==> config.mk <==
export PLATFORM = sky130hd
export DESIGN_NAME = multicycle_controller
export DESIGN_NICKNAME = d
export VERILOG_FILES = /design/src/rtl/multicycle_controller.sv
export SDC_FILE = /design/constraint.sdc
export NUM_CORES = 1
export LEC_CHECK = 0
export CORE_MARGIN = 2
export CORE_UTILIZATION = 40
export DETAILED_ROUTE_END_ITERATION = 12
export PLACE_DENSITY = 0.79
export SYNTH_ARGS = -nofsm -noshare
export SYNTH_HDL_FRONTEND = slang
export SYNTH_SLANG_ARGS = --single-unit
==> constraint.sdc <==
create_clock -name clk -period 2.05 [get_ports clk]
set_input_delay 0.5125 -clock clk [delete_from_list [all_inputs] [get_ports clk]]
set_output_delay 0.5125 -clock clk [all_outputs]
set_load 0.01 [all_outputs]
==> src/rtl/multicycle_controller.sv <==
// rtl/multicycle_controller.sv - multicycle fetch/decode/execute control FSM
//
// Purpose: fetches a 16-bit instruction into IR, decodes it and sequences
// execute / memory / writeback, issuing register-file, memory, PC and flag
// strobes for each instruction class. Memory waits are bounded by
// MEM_WAIT_MAX; an expired wait sets the sticky mem_timeout flag.
//
// Optional feature macro: ILLEGAL_TRAP_EN (adds output 'illegal'; an illegal
// opcode halts the FSM until reset instead of acting as a NOP).
//
// Ports:
//   clk, reset         clock, synchronous active-high reset
//   instr[15:0]        memory read data, captured into IR at end of fetch
//   mem_ready          memory access completes this cycle
//   flags[4:0]         {C,L,F,Z,N}
//   opcode/opext/rdest/rsrc/imm   combinational slices of IR
//   ir_write, mem_read, mem_write, addr_sel, alu_src_imm, wb_sel,
//   reg_write, flag_write, pc_en, pc_src[1:0]   datapath strobes/selects
//   mem_timeout        sticky memory-wait abort flag
//   illegal            sticky illegal-opcode flag (ILLEGAL_TRAP_EN only)
module multicycle_controller #(
  parameter int MEM_WAIT_MAX = 255
) (
  input  logic        clk,
  input  logic        reset,
  input  logic [15:0] instr,
  input  logic        mem_ready,
  input  logic [4:0]  flags,
  output logic [3:0]  opcode,
  output logic [3:0]  opext,
  output logic [3:0]  rdest,
  output logic [3:0]  rsrc,
  output logic [7:0]  imm,
  output logic        ir_write,
  output logic        mem_read,
  output logic        mem_write,
  output logic        addr_sel,
  output logic        alu_src_imm,
  output logic        wb_sel,
  output logic        reg_write,
  output logic        flag_write,
  output logic        pc_en,
  output logic [1:0]  pc_src,
  output logic        mem_timeout
`ifdef ILLEGAL_TRAP_EN
  ,
  output logic        illegal
`endif
);

  typedef enum logic [3:0] {
    S_FETCH   = 4'd0,
    S_DECODE  = 4'd1,
    S_EXEC_R  = 4'd2,
    S_EXEC_I  = 4'd3,
    S_LOAD    = 4'd4,
    S_LOAD_WB = 4'd5,
    S_STORE   = 4'd6,
    S_BRANCH  = 4'd7,
    S_JUMP    = 4'd8,
    S_ILLEGAL = 4'd9,
    S_HALT    = 4'd10
  } state_t;

  state_t      state_q, state_d;
  logic [15:0] ir_q;
  logic [7:0]  wait_q;
  logic        mem_timeout_q;
  logic        wait_st, timeout, fetch_done;
  logic        is_cmp, is_flag_op, cond_true;

  assign opcode = ir_q[15:12];
  assign rdest  = ir_q[11:8];
  assign opext  = ir_q[7:4];
  assign rsrc   = ir_q[3:0];
  assign imm    = ir_q[7:0];

  // Only these states carry an outstanding memory request.
  assign wait_st    = (state_q == S_FETCH) || (state_q == S_LOAD) || (state_q == S_STORE);
  assign timeout    = wait_st && !mem_ready && (wait_q == 8'(MEM_WAIT_MAX));
  assign fetch_done = (state_q == S_FETCH) && mem_ready;

  // Compare updates flags but never writes a register; add/sub/compare are
  // identified by opcode for I-type and by opext for R-type (opcode 0000).
  assign is_cmp     = (opcode == 4'b1011) || ((opcode == 4'b0000) && (opext == 4'b1011));
  assign is_flag_op = (opcode inside {4'b0101, 4'b1001, 4'b1011}) ||
                      ((opcode == 4'b0000) && (opext inside {4'b0101, 4'b1001, 4'b1011}));

  // flags = {C,L,F,Z,N}; rdest doubles as the condition code.
  always_comb begin
    cond_true = 1'b0;
    case (rdest)
      4'b0000: cond_true = flags[1];
      4'b0001: cond_true = !flags[1];
      4'b0010: cond_true = flags[4];
      4'b0011: cond_true = !flags[4];
      4'b0110: cond_true = flags[0];
      4'b0111: cond_true = !flags[0];
      4'b1000: cond_true = flags[2];
      4'b1001: cond_true = !flags[2];
      4'b1010: cond_true = flags[3];
      4'b1011: cond_true = !flags[3];
      4'b1110: cond_true = 1'b1;
      default: cond_true = 1'b0;
    endcase
  end

  // State register, IR, wait counter and sticky flags.
  always_ff @(posedge clk) begin
    if (reset) begin
      state_q       <= S_FETCH;
      ir_q          <= 16'h0000;
      wait_q        <= 8'd0;
      mem_timeout_q <= 1'b0;
    end else begin
      state_q <= state_d;
      if (fetch_done) ir_q <= instr;
      // A fetch timeout stays in FETCH, so the counter must also clear on
      // timeout, not only on a state change.
      if (!wait_st || mem_ready || timeout || (state_d != state_q)) wait_q <= 8'd0;
      else wait_q <= wait_q + 8'd1;
      if (timeout) mem_timeout_q <= 1'b1;
    end
  end

`ifdef ILLEGAL_TRAP_EN
  logic illegal_q;
  always_ff @(posedge clk) begin
    if (reset) illegal_q <= 1'b0;
    else if (state_q == S_ILLEGAL) illegal_q <= 1'b1;
  end
  assign illegal = illegal_q && !reset;
`endif

  assign mem_timeout = mem_timeout_q && !reset;

  // Next-state logic.
  always_comb begin
    state_d = state_q;
    case (state_q)
      S_FETCH:  if (mem_ready) state_d = S_DECODE;
      S_DECODE: begin
        case (opcode)
          4'b0000: state_d = S_EXEC_R;
          4'b0101, 4'b1001, 4'b0001, 4'b0011, 4'b0010,
          4'b1011, 4'b1101, 4'b0110, 4'b1111: state_d = S_EXEC_I;
          4'b1000: state_d = (opext == 4'b0100) ? S_EXEC_R : S_EXEC_I;
          4'b0100: begin
            case (opext)
              4'b0000: state_d = S_LOAD;
              4'b0100: state_d = S_STORE;
              4'b1100: state_d = S_JUMP;
              default: state_d = S_ILLEGAL;
            endcase
          end
          4'b1100: state_d = S_BRANCH;
          default: state_d = S_ILLEGAL;
        endcase
      end
      S_LOAD: begin
        if (mem_ready)    state_d = S_LOAD_WB;
        else if (timeout) state_d = S_FETCH;
      end
      S_STORE:  if (mem_ready || timeout) state_d = S_FETCH;
`ifdef ILLEGAL_TRAP_EN
      S_ILLEGAL: state_d = S_HALT;
      S_HALT:    state_d = S_HALT;
`else
      S_ILLEGAL: state_d = S_FETCH;
`endif
      default:  state_d = S_FETCH;
    endcase
  end

  // Output logic; reset overrides every strobe and select.
  always_comb begin
    ir_write    = 1'b0;
    mem_read    = 1'b0;
    mem_write   = 1'b0;
    addr_sel    = 1'b0;
    alu_src_imm = 1'b0;
    wb_sel      = 1'b0;
    reg_write   = 1'b0;
    flag_write  = 1'b0;
    pc_en       = 1'b0;
    pc_src      = 2'd0;
    case (state_q)
      S_FETCH: begin
        mem_read = !timeout;
        ir_write = mem_ready;
      end
      S_EXEC_R, S_EXEC_I: begin
        alu_src_imm = (state_q == S_EXEC_I);
        reg_write   = !is_cmp;
        flag_write  = is_flag_op;
        pc_en       = 1'b1;
      end
      S_LOAD: begin
        mem_read = !timeout;
        addr_sel = 1'b1;
        pc_en    = timeout;
      end
      S_LOAD_WB: begin
        reg_write = 1'b1;
        wb_sel    = 1'b1;
        pc_en     = 1'b1;
      end
      S_STORE: begin
        mem_write = !timeout;
        addr_sel  = 1'b1;
        pc_en     = mem_ready || timeout;
      end
      S_BRANCH: begin
        pc_en  = 1'b1;
        pc_src = cond_true ? 2'd1 : 2'd0;
      end
      S_JUMP: begin
        pc_en  = 1'b1;
        pc_src = cond_true ? 2'd2 : 2'd0;
      end
`ifndef ILLEGAL_TRAP_EN
      S_ILLEGAL: pc_en = 1'b1;
`endif
      default: ;
    endcase
    if (reset) begin
      ir_write    = 1'b0;
      mem_read    = 1'b0;
      mem_write   = 1'b0;
      addr_sel    = 1'b0;
      alu_src_imm = 1'b0;
      wb_sel      = 1'b0;
      reg_write   = 1'b0;
      flag_write  = 1'b0;
      pc_en       = 1'b0;
      pc_src      = 2'd0;
    end
  end

endmodule

**After elaboration in Yosys (flattened, before gate mapping)**

Index checks and enable logic that the tools add are counted.
W data, S select, Z words.

- Reductions and logical operators: 36
- Add/sub/neg operators: 1
- Eq/ne operators: 38
- Mux-type cells: 31

Operators by type and width:

| kind | number |
|---|---|
| $eq A4 B4 Y1 const B | 16 |
| $eq A4 B3 Y1 const B | 11 |
| $eq A4 B2 Y1 const B | 6 |
| $pmux W4 S5 | 1 |
| $mux W1 | 18 |
| $logic_not A4 Y1 | 4 |
| $mux W4 | 4 |
| $pmux W4 S4 | 1 |
| $eq A4 B1 Y1 const B | 3 |
| $pmux W4 S3 | 1 |
| $pmux W1 S11 | 1 |
| $logic_not A1 Y1 | 10 |
| $reduce_or A9 Y1 | 1 |
| $add A8 B1 Y8 const B | 1 |
| $eq A8 B8 Y1 const B | 1 |
| $logic_or A1 B1 Y1 | 8 |
| $reduce_or A2 Y1 | 4 |
| $logic_and A1 B1 Y1 | 6 |
| $reduce_bool A3 Y1 | 2 |
| $reduce_or A6 Y1 | 1 |
| $mux W2 | 2 |
| $ne A4 B4 Y1 | 1 |
| $pmux W2 S2 | 1 |
| $pmux W1 S3 | 1 |
| $pmux W1 S2 | 1 |

- Bits of input ports: 24
- Bits in registers: 29
- Output and inout port bits: 36

**Depth between registers and ports, before layout**

Gate-level depths: netlist of the first run.

- Word-level depth: 11
- Depth in mapped cells: 7

**Worst setup path after synthesis of the first run**

Ideal clock, no wire load.

- Path kind: input port to output port
- From: in flags[3]
- To: out pc_src[1]
- Arrival time: 1.499 ns
- Cell stages on the path: 4
- Data required time: 1.537 ns
- Buffers on the path: 0
- Setup slack: 0.038 ns
- Cell sequence: mux4_2 -> xnor2_1 -> o22ai_1 -> and4b_1

- Longest elaborated chain between the ends: 5

Ends and longest elaborated chain:

| element | RTL line | RTL |
|---|---|---|
| start: declaration | 28 | `input logic [4:0] flags,` |
| $logic_not A1 Y1 | 102 | `4'b1011: cond_true = !flags[3];` |
| $pmux W1 S11 (*) | 92 | `case (rdest)` |
| $mux W2 (*) | 219 | `pc_src = cond_true ? 2'd2 : 2'd0;` |
| $pmux W2 S2 (*) | 187 | `case (state_q)` |
| $mux W2 (*) | 226 | `if (reset) begin` |
| end: declaration | 43 | `output logic [1:0] pc_src,` |

Mark *: on every way between the ends. The rest lies on a longest branch, timed or not.

**Worst setup path after layout of the first run**

- From: in flags[1]
- To: out pc_src[1]

- Longest elaborated chain between the ends: 5

Ends and longest elaborated chain:

| element | RTL line | RTL |
|---|---|---|
| $logic_not A1 Y1 | 94 | `4'b0001: cond_true = !flags[1];` |
| $pmux W1 S11 (*) | 92 |  |
| $mux W2 (*) | 219 |  |
| $pmux W2 S2 (*) | 187 |  |
| $mux W2 (*) | 226 |  |

Marked as above.

==> results of run 1 <==
## worst max path at each step
stage                     slack (ns)  depth (start not counted)   endpoint                  from
final                          -0.33                          6  pc_src[1]              flags[1]
after global routing           -0.40                          5  pc_src[1]  ir_q[9]$_SDFFE_PP0P_
after CTS                      -0.35                          5  pc_src[1]  ir_q[9]$_SDFFE_PP0P_
after detailed placement       -1.03                          6  pc_src[1]              flags[3]
after global placement         -0.97                          6  pc_src[1]              flags[3]
after floorplan                 0.04                          4  pc_src[1]              flags[3]
## worst max-delay path: cells and delay by family
kind | cells | cell delay (ns)
multiplexers | 1 | 0.48
buffers and inverters | 2 | 0.30
AND/OR/NAND/NOR | 1 | 0.23
AO/OA/AOI/OAI | 1 | 0.19
XOR/XNOR | 1 | 0.15
## cell usage after synthesis, types with 2 or more instances
library cell  count  area, sq um
nor2_1           16         60.1
o31ai_1           2         15.0
or3_1             2         12.5
nor2_2            6         37.5
nor2b_1           4         25.0
nand2b_1          2         12.5
nand3_1           4         20.0
buf_4             9         67.6
nand2_1          40          150
clkbuf_1          3         11.3
nand3b_1          2         15.0
clkbuf_2          2         10.0
buf_6             3         33.8
xor2_1            5         43.8
buf_2             2         10.0
nand4_1           3         18.8
o22ai_1           2         12.5
o21ai_0           2         10.0
xnor2_1           4         35.0
nor3_1            6         30.0
dfxtp_1          29          581
a21oi_1          20          100
inv_1             4         15.0
and3_1            4         25.0
## state kept, by name, summed over array words and instances (netlist names)
name and flops:
mem_timeout_q 1, state_q 4, ir_q 16, wait_q 8
## layout make-up
class / count / area, sq um / area share, %
clock buffers: 7 / 96.3 / 3.55
clock inverters: 1 / 5.00 / 0.185
inverters: 4 / 15.0 / 0.554
multi-input cells: 147 / 975 / 35.9
flip-flops and latches: 29 / 594 / 21.9
well taps: 48 / 60.1 / 2.21
repair buffers: 115 / 967 / 35.7
## through the flow
stage / std cells / total power, uW / hold WS, ns / utilization [%] / TNS, ns
2_1_floorplan: 199 / 821 / 0.426 / - / 0
3_3_place_gp: 333 / 1020 / 0.447 / 65.4 / -7.95
3_5_place_dp: 333 / 1030 / 0.465 / 65.4 / -8.03
4_1_cts: 349 / 1580 / 0.473 / 71.3 / -0.651
5_1_grt: 351 / 1650 / 0.491 / 72.5 / -0.755
6_report: 351 / 1590 / 0.472 / 72.5 / -0.585
## metal layers
layer | vias up | GRT usage, % | part of all wire, % | wire [microns]
met4 | 0 | 15.1 | 4.0 | 208
met5 | - | 0 | 0 | 0
met1 | 857 | 27.8 | 39 | 2040
met2 | 75 | 41.5 | 52 | 2700
met3 | 25 | 5.41 | 5.6 | 295
li1 | 875 | - | - | -
## cells by family (layout without fill, tap and decap cells)
group | after synthesis | after routing | share of synthesized area [%]
AND/OR/NAND/NOR | 100 | 100 | 32.5
multiplexers | 2 | 2 | 2.13
adder cells (fa/ha/maj) | 1 | 1 | 0.789
flip-flops | 29 | 29 | 36.6
buffers and inverters | 23 | 127 | 9.31
XOR/XNOR | 9 | 9 | 4.97
AO/OA/AOI/OAI | 35 | 35 | 13.7
## repair_timing
| item | in CTS | in global routing |
|---|---|---|
| pin swaps | 14 | 11 |
| endpoints found under the setup margin | 12 | 8 |
| gates resized for setup | 83 | 9 |
| setup buffers | 8 | 3 |
## report_power, final
group / switching, uW / internal [uW]
logic: 198 / 245
registers: 28.8 / 594
clock network: 220 / 303
total: 447 / 1140
==> flow_metrics.env, run 1 <==
export IMPL_status="complete, but fails checks"
export IMPL_failed_checks="setup timing"
export IMPL_drt_total_wl_mm=5.24
export IMPL_yosysUniqueCellTypes=47
export IMPL_maxCapViolations=0
export IMPL_detail_route_antenna_nets=0
export IMPL_finalHoldViolCount=0
export IMPL_placed_area_sq_um=2450
export IMPL_first_global_vias=1800
export IMPL_cts_sinks=29
export IMPL_cts_root_buf="clkbuf_8"
export IMPL_rr_worst_depth=7
export IMPL_synth_seq_cells=29
export IMPL_initial_core_util_pct=42.3
export IMPL_synth_seq_area_share_pct=36.6
export IMPL_synthArstFlopShare_pct=0
export IMPL_dp_slack_ns=-1.03
export IMPL_final_common_cell="buf_4"
export IMPL_hold_path_end="ir_q[2]$_SDFFE_PP0P_"
export IMPL_cts_tree="built"
export IMPL_syn_area_sq_um=1590
export IMPL_synth_avg_cell_area_sq_um=7.97
export IMPL_drcViolationCount=0
export IMPL_drive_gt1_share_pct=37.0
export IMPL_globalRouteOverflowTotal=0
export IMPL_grt_max_degree=17
export IMPL_path_clk_slew_ns=0.06
export IMPL_worst_slew_pin_slew_ns=0.327
export IMPL_arrival_ns=1.86
export IMPL_gp_congestion=0.899
export IMPL_ys_warn_count=0
export IMPL_path_class="input pin to output port"
export IMPL_worstSetupEndpointType="output port"
export IMPL_grt_pass1_wl_mm=8.19
export IMPL_slowest_delay_ns=0.48
export IMPL_critPathSlowestCell="mux4_2"
export IMPL_finalCritPeriodShare_pct=116
export IMPL_fin_crit_ns=2.38
export IMPL_finalSetupViolCount=2
export IMPL_core_area_sq_um=3740
export IMPL_rr_endpoint="wait_q[7]$_SDFF_PP0_"
export IMPL_synth_nets=224
export IMPL_dieArea_sq_um=4480
export IMPL_clkLatencyLatePin_ns=0.29
export IMPL_die_height_microns=67.0
export IMPL_via_per_inst=5.22
export IMPL_grt_usage_pct=24.5
export IMPL_cp_cell_sequence="clkdlybuf4s15_1 > mux4_2 > xnor2_2 > o22ai_2 > and4b_1 > buf_2"
export IMPL_hold_depth=2
export IMPL_hold_path_class="flip-flop to flip-flop"
export IMPL_h_tree_depth=2
export IMPL_antenna_found_initial=0
export IMPL_ir_drop_mv=0.344
export IMPL_grt_setup_unrepaired="yes"
export IMPL_hold_start="ir_q[2]$_SDFFE_PP0P_"
export IMPL_rows=22
export IMPL_avgRoutedWirePerCell_microns=14.9
export IMPL_startpoint_type="input pin"
export IMPL_die_w_microns=67.0
export IMPL_io_pins=60
export IMPL_n_antenna_cell=0
export IMPL_num_fill_cells=280
export IMPL_setup_slack_ns=-0.326
export IMPL_fin_nets=327
export IMPL_drtIter0Drc=139
export IMPL_synth_ff_type="dfxtp_1"
export IMPL_synth_edf_count=0
export IMPL_finalInstanceArea_sq_um=2710
export IMPL_p_leak_uw=0.00114
export IMPL_synthCells=199
export IMPL_drtPass1Iterations=4
export IMPL_cts_made_buffers=5
export IMPL_cts_hold_buf=0
export IMPL_worstPathRequired_ns=1.54
export IMPL_portBuffers=59
export IMPL_path_max_fanout=2
export IMPL_clock_path_buffers=2
export IMPL_clock_skew_ns=0.00757
export IMPL_fmax_ghz=0.421
export IMPL_slew_headroom_pct=78.0
export IMPL_slew_violations=0
export IMPL_syn2layout_area_growth_pct=71.1
export IMPL_dr_total_vias=1832
export IMPL_dp_final_hpwl_mm=3.43
export IMPL_power_density_nw_per_um2=586
export IMPL_r2r_start="state_q[3]$_SDFF_PP0_"
export IMPL_r2r_slack_ns=0.35
export IMPL_layout_common_cells="buf_4, clkdlybuf4s50_1, nand2_1"
(Power assumes the default switching activity.)
==> run 2: changes to the inputs <==
--- a/config.mk
+++ b/config.mk
@@ -5,6 +5,7 @@
 export SDC_FILE = /design/constraint.sdc
 export NUM_CORES = 1
 export LEC_CHECK = 0
+export ABC_CLOCK_PERIOD_IN_PS = 2500
 export CORE_MARGIN = 2
 export CORE_UTILIZATION = 40
 export DETAILED_ROUTE_END_ITERATION = 12
==> constraint.sdc (replaced) <==
create_clock -name clk -period 2.5 [get_ports clk]
set_input_delay 0.625 -clock clk [delete_from_list [all_inputs] [get_ports clk]]
set_output_delay 0.625 -clock clk [all_outputs]
set_load 0.01 [all_outputs]
==> run 2 against run 1 <==
  * Global-route usage shrank 3.5 points
  * Critical path type unchanged
  * Register-to-register slack better by 0.34 ns
  * Critical endpoint unchanged
  * Final cell count decreased by 9.7%
  * Count of clock-buffer cells in the layout stayed put
  * Sequential power fell by 17%
  * Final area down 11%
  * Total power fell by 22%
  * Die area stayed put
  * Setup slack improved by 0.23 ns
  * Non-clock buffer count shrank 34
  * The flow still finishes with violations (setup timing)
  * Largest power group unchanged
==> flow_metrics.env, run 2 (same netlist as run 1, synthesis figures left out) <==
export IMPL_status="complete, but fails checks"
export IMPL_failed_checks="setup timing"
export IMPL_final_cells=317
export IMPL_reg_largest_list="ir_q: 16 flops, wait_q: 8 flops, state_q: 4 flops"
export IMPL_gp_congestion=0.839
export IMPL_maxCapViolations=0
export IMPL_grt_usage_pct=21.0
export IMPL_drive_gt1_share_pct=23.8
export IMPL_largest_reg_flops=16
export IMPL_finalSetupViolCount=2
export IMPL_layout_common_cells="clkdlybuf4s50_1, nand2_1, dfxtp_1"
export IMPL_clock_power_share_pct=34.0
export IMPL_p_switching_uw=339
export IMPL_grt_setup_unrepaired="yes"
export IMPL_core_area_sq_um=3740
export IMPL_cts_sinks=29
export IMPL_slew_violations=0
export IMPL_drcViolationCount=0
export IMPL_portBuffers=59
export IMPL_clock_path_buffers=2
export IMPL_path_max_fanout=2
export IMPL_grt_max_degree=17
export IMPL_top_register="ir_q"
export IMPL_syn2layout_area_growth_pct=52.5
export IMPL_detail_route_antenna_nets=0
export IMPL_ir_drop_mv=0.365
export IMPL_hold_slack_ns=0.470
export IMPL_setup_slack_ns=-0.0971
export IMPL_cts_root_buf="clkbuf_8"
export IMPL_io_pins=60
export IMPL_worstPathRequired_ns=1.88
export IMPL_arrival_ns=1.97
export IMPL_placed_area_sq_um=2250
export IMPL_cts_made_buffers=5
export IMPL_dp_final_hpwl_mm=3.09
export IMPL_drtPass1Iterations=4
export IMPL_finalCritPeriodShare_pct=104
export IMPL_path_class="input pin to output port"
export IMPL_n_antenna_cell=0
export IMPL_clock_skew_ns=0.00602
export IMPL_p_leak_uw=0.000975
export IMPL_slew_headroom_pct=69.6
export IMPL_cts_tree="built"
export IMPL_drt_total_wl_mm=4.30
export IMPL_avgRoutedWirePerCell_microns=13.6
export IMPL_die_height_microns=67.0
export IMPL_rows=22
export IMPL_final_util_pct=64.6
export IMPL_die_w_microns=67.0
export IMPL_p_int_uw=900
export IMPL_grt_pass1_wl_mm=7.00
export IMPL_power_density_nw_per_um2=513
export IMPL_fin_nets=293
export IMPL_num_fill_cells=316
export IMPL_via_per_inst=5.10
export IMPL_clkLatencyLatePin_ns=0.28
export IMPL_initial_core_util_pct=42.3
export IMPL_antenna_found_initial=0
export IMPL_place_inst=307
export IMPL_h_tree_depth=2
export IMPL_first_global_vias=1550
export IMPL_startpoint_type="input pin"
export IMPL_setup_tns_ns=-0.117
export IMPL_final_common_cell="clkdlybuf4s50_1"
export IMPL_globalRouteOverflowTotal=0
export IMPL_worst_slew_pin_slew_ns=0.456
export IMPL_dieArea_sq_um=4480
export IMPL_dr_total_vias=1618
export IMPL_hold_path_class="flip-flop to flip-flop"
export IMPL_drtIter0Drc=89
export IMPL_finalInstanceArea_sq_um=2420
export IMPL_fin_crit_ns=2.60
export IMPL_switching_share_pct=27.4
export IMPL_power_frac_seq_pct=41.9
export IMPL_combPwrFrac_pct=24.1
export IMPL_finalHoldViolCount=0
export IMPL_path_clk_slew_ns=0.06
export IMPL_fmax_ghz=0.385
export IMPL_worstSetupEndpointType="output port"
[run 2: metal layers]
| layer | routed length, microns | up-vias | GRT usage (%) | share of wire, % |
|---|---|---|---|---|
| met5 | 0 | - | 0 | 0 |
| met4 | 63 | 0 | 6.89 | 1.5 |
| met3 | 232 | 6 | 6.08 | 5.4 |
| met2 | 2130 | 53 | 35.5 | 50 |
| met1 | 1870 | 752 | 25.4 | 44 |
| li1 | - | 807 | - | - |
[run 2: worst max-delay path: stages]
cell and delay [ns]:
buf_6 0.09, mux4_2 0.48, xnor2_2 0.15, o22ai_2 0.15, buf_4 0.13, and4b_1 0.21, buf_2 0.14
[run 2: cell type report]
type	count	area, sq um	area share (%)
clock inverters	1	5.00	0.207
inverters	4	15.0	0.621
multi-input cells	147	911	37.7
repair buffers	81	744	30.8
flip-flops and latches	29	586	24.2
clock buffers	7	96.3	3.99
well taps	48	60.1	2.48
[run 2: what timing repair did]
item | 4_1_cts | 5_1_grt
buffers inserted | 2 | 0
resized for setup | 42 | 7
endpoints found under the setup margin | 12 | 4
pin swaps | 6 | 2
hold buffers | 0 | 0
[run 2: power by group through the flow]
stage          registers, uW  logic [uW]  clock network, uW
6_report                 519         298                422
5_1_grt                  523         325                449
4_1_cts                  518         295                430
3_5_place_dp             525         283                  0
3_3_place_gp             524         279                  0
2_1_floorplan            528         145                  0
[run 2: path summary, 6_finish.rpt]
check / start / end / slack (ns) / depth (start not counted)
min reg2reg: mem_timeout_q$_SDFFE_PP0P_ / mem_timeout_q$_SDFFE_PP0P_ / 0.47 / 2
min: mem_timeout_q$_SDFFE_PP0P_ / mem_timeout_q$_SDFFE_PP0P_ / 0.47 / 2
max: flags[3] / pc_src[1] / -0.1 / 7
max reg2reg: wait_q[0]$_SDFF_PP0_ / wait_q[6]$_SDFF_PP0_ / 0.69 / 7
[run 2: stage by stage]
stage	setup slack [ns]	total power, uW
floorplan	0.263	673
global placement	-0.740	803
detailed placement	-0.774	808
CTS	-0.133	1240
global route	-0.154	1300
finish	-0.0971	1240
==> run 3: changes to the inputs <==
--- a/config.mk
+++ b/config.mk
@@ -10,6 +10,8 @@
 export CORE_UTILIZATION = 40
 export DETAILED_ROUTE_END_ITERATION = 12
 export PLACE_DENSITY = 0.79
+export SKIP_CTS_REPAIR_TIMING = 1
 export SYNTH_ARGS = -nofsm -noshare
 export SYNTH_HDL_FRONTEND = slang
 export SYNTH_SLANG_ARGS = --single-unit
+export TNS_END_PERCENT = 20
==> run 3 against run 2 <==
  * The run still ends with setup timing left
  * Register-to-register slack better by 0.05 ns
  * Final cell count did not move
  * Count of clock-buffer cells in the layout unchanged
  * Clock power about the same
  * Highest routed layer unchanged
==> flow_metrics.env, run 3 (same netlist as run 1, synthesis figures left out) <==
export IMPL_power_frac_seq_pct=41.9
export IMPL_ir_drop_mv=0.361
export IMPL_maxCapViolations=0
export IMPL_worstPathRequired_ns=1.88
export IMPL_finalHoldViolCount=0
export IMPL_arrival_ns=2.01
export IMPL_largest_reg_flops=16
export IMPL_clkLatencyLatePin_ns=0.28
export IMPL_fmax_ghz=0.379
export IMPL_hold_slack_ns=0.473
export IMPL_r2r_slack_ns=0.74
export IMPL_path_clk_slew_ns=0.06
export IMPL_initial_core_util_pct=42.3
export IMPL_endpoint="pc_src[1]"
export IMPL_clock_power_share_pct=34.1
export IMPL_n_antenna_cell=0
export IMPL_path_max_fanout=2
export IMPL_dr_total_vias=1591
export IMPL_p_leak_uw=0.00104
export IMPL_rows=22
export IMPL_crit_start="flags[3]"
export IMPL_final_common_cell="clkdlybuf4s50_1"
export IMPL_top_register="ir_q"
export IMPL_die_height_microns=67.0
export IMPL_finalSetupViolCount=2
export IMPL_failed_checks="setup timing"
export IMPL_cts_made_buffers=5
export IMPL_cts_sinks=29
export IMPL_detail_route_antenna_nets=0
export IMPL_reg_largest_list="ir_q: 16 flops, wait_q: 8 flops, state_q: 4 flops"
export IMPL_grt_setup_unrepaired="yes"
export IMPL_drtPass1Iterations=4
export IMPL_slew_violations=0
export IMPL_rr_worst_depth=7
export IMPL_total_power_uw=1240
export IMPL_fin_nets=293
export IMPL_power_density_nw_per_um2=509
export IMPL_antenna_found_initial=0
export IMPL_place_inst=307
export IMPL_gp_congestion=0.839
export IMPL_p_switching_uw=339
export IMPL_worst_slew_pin_slew_ns=0.450
export IMPL_die_w_microns=67.0
export IMPL_dieArea_sq_um=4480
export IMPL_grt_pass1_wl_mm=6.70
export IMPL_grt_max_degree=17
export IMPL_status="complete, but fails checks"
export IMPL_portBuffers=59
export IMPL_cts_root_buf="clkbuf_8"
export IMPL_dp_final_hpwl_mm=3.09
export IMPL_drtIter0Drc=74
export IMPL_drcViolationCount=0
export IMPL_startpoint_type="input pin"
export IMPL_clock_skew_ns=0.00589
export IMPL_h_tree_depth=2
export IMPL_avgRoutedWirePerCell_microns=13.4
export IMPL_io_pins=60
export IMPL_rr_endpoint="wait_q[6]$_SDFF_PP0_"
export IMPL_setup_slack_ns=-0.137
export IMPL_combPwrFrac_pct=24.0
export IMPL_core_area_sq_um=3740
export IMPL_final_cells=317
export IMPL_r2r_start="wait_q[0]$_SDFF_PP0_"
export IMPL_path_class="input pin to output port"
export IMPL_drive_gt1_share_pct=23.8
export IMPL_switching_share_pct=27.3
export IMPL_clock_path_buffers=2
export IMPL_slowest_delay_ns=0.48
export IMPL_via_per_inst=5.02
export IMPL_globalRouteOverflowTotal=0
export IMPL_cts_tree="built"
export IMPL_syn2layout_area_growth_pct=53.7
export IMPL_first_global_vias=1488
export IMPL_layout_common_cells="clkdlybuf4s50_1, nand2_1, dfxtp_1"
export IMPL_fin_crit_ns=2.64
export IMPL_finalCritPeriodShare_pct=105
export IMPL_slew_headroom_pct=70.0
export IMPL_p_int_uw=901
export IMPL_grt_usage_pct=20.1
export IMPL_hold_path_class="flip-flop to flip-flop"
export IMPL_drt_total_wl_mm=4.24
export IMPL_cp_cell_sequence="clkbuf_2 > mux4_2 > xnor2_2 > o22ai_2 > buf_4 > and4b_1 > buf_2"
export IMPL_critPathSlowestCell="mux4_2"
export IMPL_worstSetupEndpointType="output port"
-- run 3: cell types whose count changed in the layout (fill, tap and decap cells not counted), sizes merged --
cell | previous run | this run
dlygate4sd2 | 8 | 0
dlymetal6s2s | 1 | 7
buf | 27 | 24
clkbuf | 8 | 11
clkdlybuf4s50 | 43 | 46
clkdlybuf4s15 | 1 | 0
-- run 3: power by group through the flow --
stage               sequential, uW  combinational (uW)  clock [uW]
finish                         519                 298         423
global route                   523                 325         449
CTS                            515                 286         430
detailed placement             525                 283           0
global placement               524                 279           0
floorplan                      528                 145           0
-- run 3: final cells by class --
class / instances / area (sq um)
fillers: 310 / 1310
multi-input cells: 147 / 925
repair buffers: 81 / 749
flip-flops and latches: 29 / 586
clock buffers: 7 / 96.3
well taps: 48 / 60.1
inverters: 4 / 15.0
clock inverters: 1 / 5.00
-- run 3: per-stage QoR --
step	cell area (sq um)	setup slack, ns	setup TNS [ns]	utilization [%]
2_1_floorplan	1590	0.263	0	-
3_3_place_gp	2250	-0.740	-4.32	60.2
3_5_place_dp	2250	-0.774	-4.33	60.2
4_1_cts	2350	-0.773	-4.46	62.9
5_1_grt	2440	-0.176	-0.294	65.1
6_report	2440	-0.137	-0.202	65.1
-- run 3: worst min-delay path by stage --
stage / endpoint / depth (start not counted) / slack, ns / startpoint
6_report: ir_q[2]$_SDFFE_PP0P_ / 2 / 0.47 / ir_q[2]$_SDFFE_PP0P_
2_1_floorplan: wait_q[0]$_SDFF_PP0_ / 1 / 0.43 / wait_q[0]$_SDFF_PP0_
3_5_place_dp: mem_timeout_q$_SDFFE_PP0P_ / 2 / 0.46 / mem_timeout_q$_SDFFE_PP0P_
4_1_cts: mem_timeout_q$_SDFFE_PP0P_ / 2 / 0.47 / mem_timeout_q$_SDFFE_PP0P_
3_3_place_gp: mem_timeout_q$_SDFFE_PP0P_ / 2 / 0.44 / mem_timeout_q$_SDFFE_PP0P_
5_1_grt: ir_q[3]$_SDFFE_PP0P_ / 2 / 0.51 / ir_q[3]$_SDFFE_PP0P_
-- run 3: worst max-delay path, delay by kind of cell --
family	cells	cell delay, ns
mux	1	0.48
buf+inv	3	0.35
compound gates	1	0.18
xor+xnor	1	0.16
simple gates	1	0.21
-- run 3: routing by layer --
metal,share of wire [%],vias to the layer above,global-route usage (%)
met4,1.7,0,6.89
met1,44,731,24.4
met3,5.4,8,6.08
met2,49,47,33.6
li1,-,805,-
met5,0,-,0
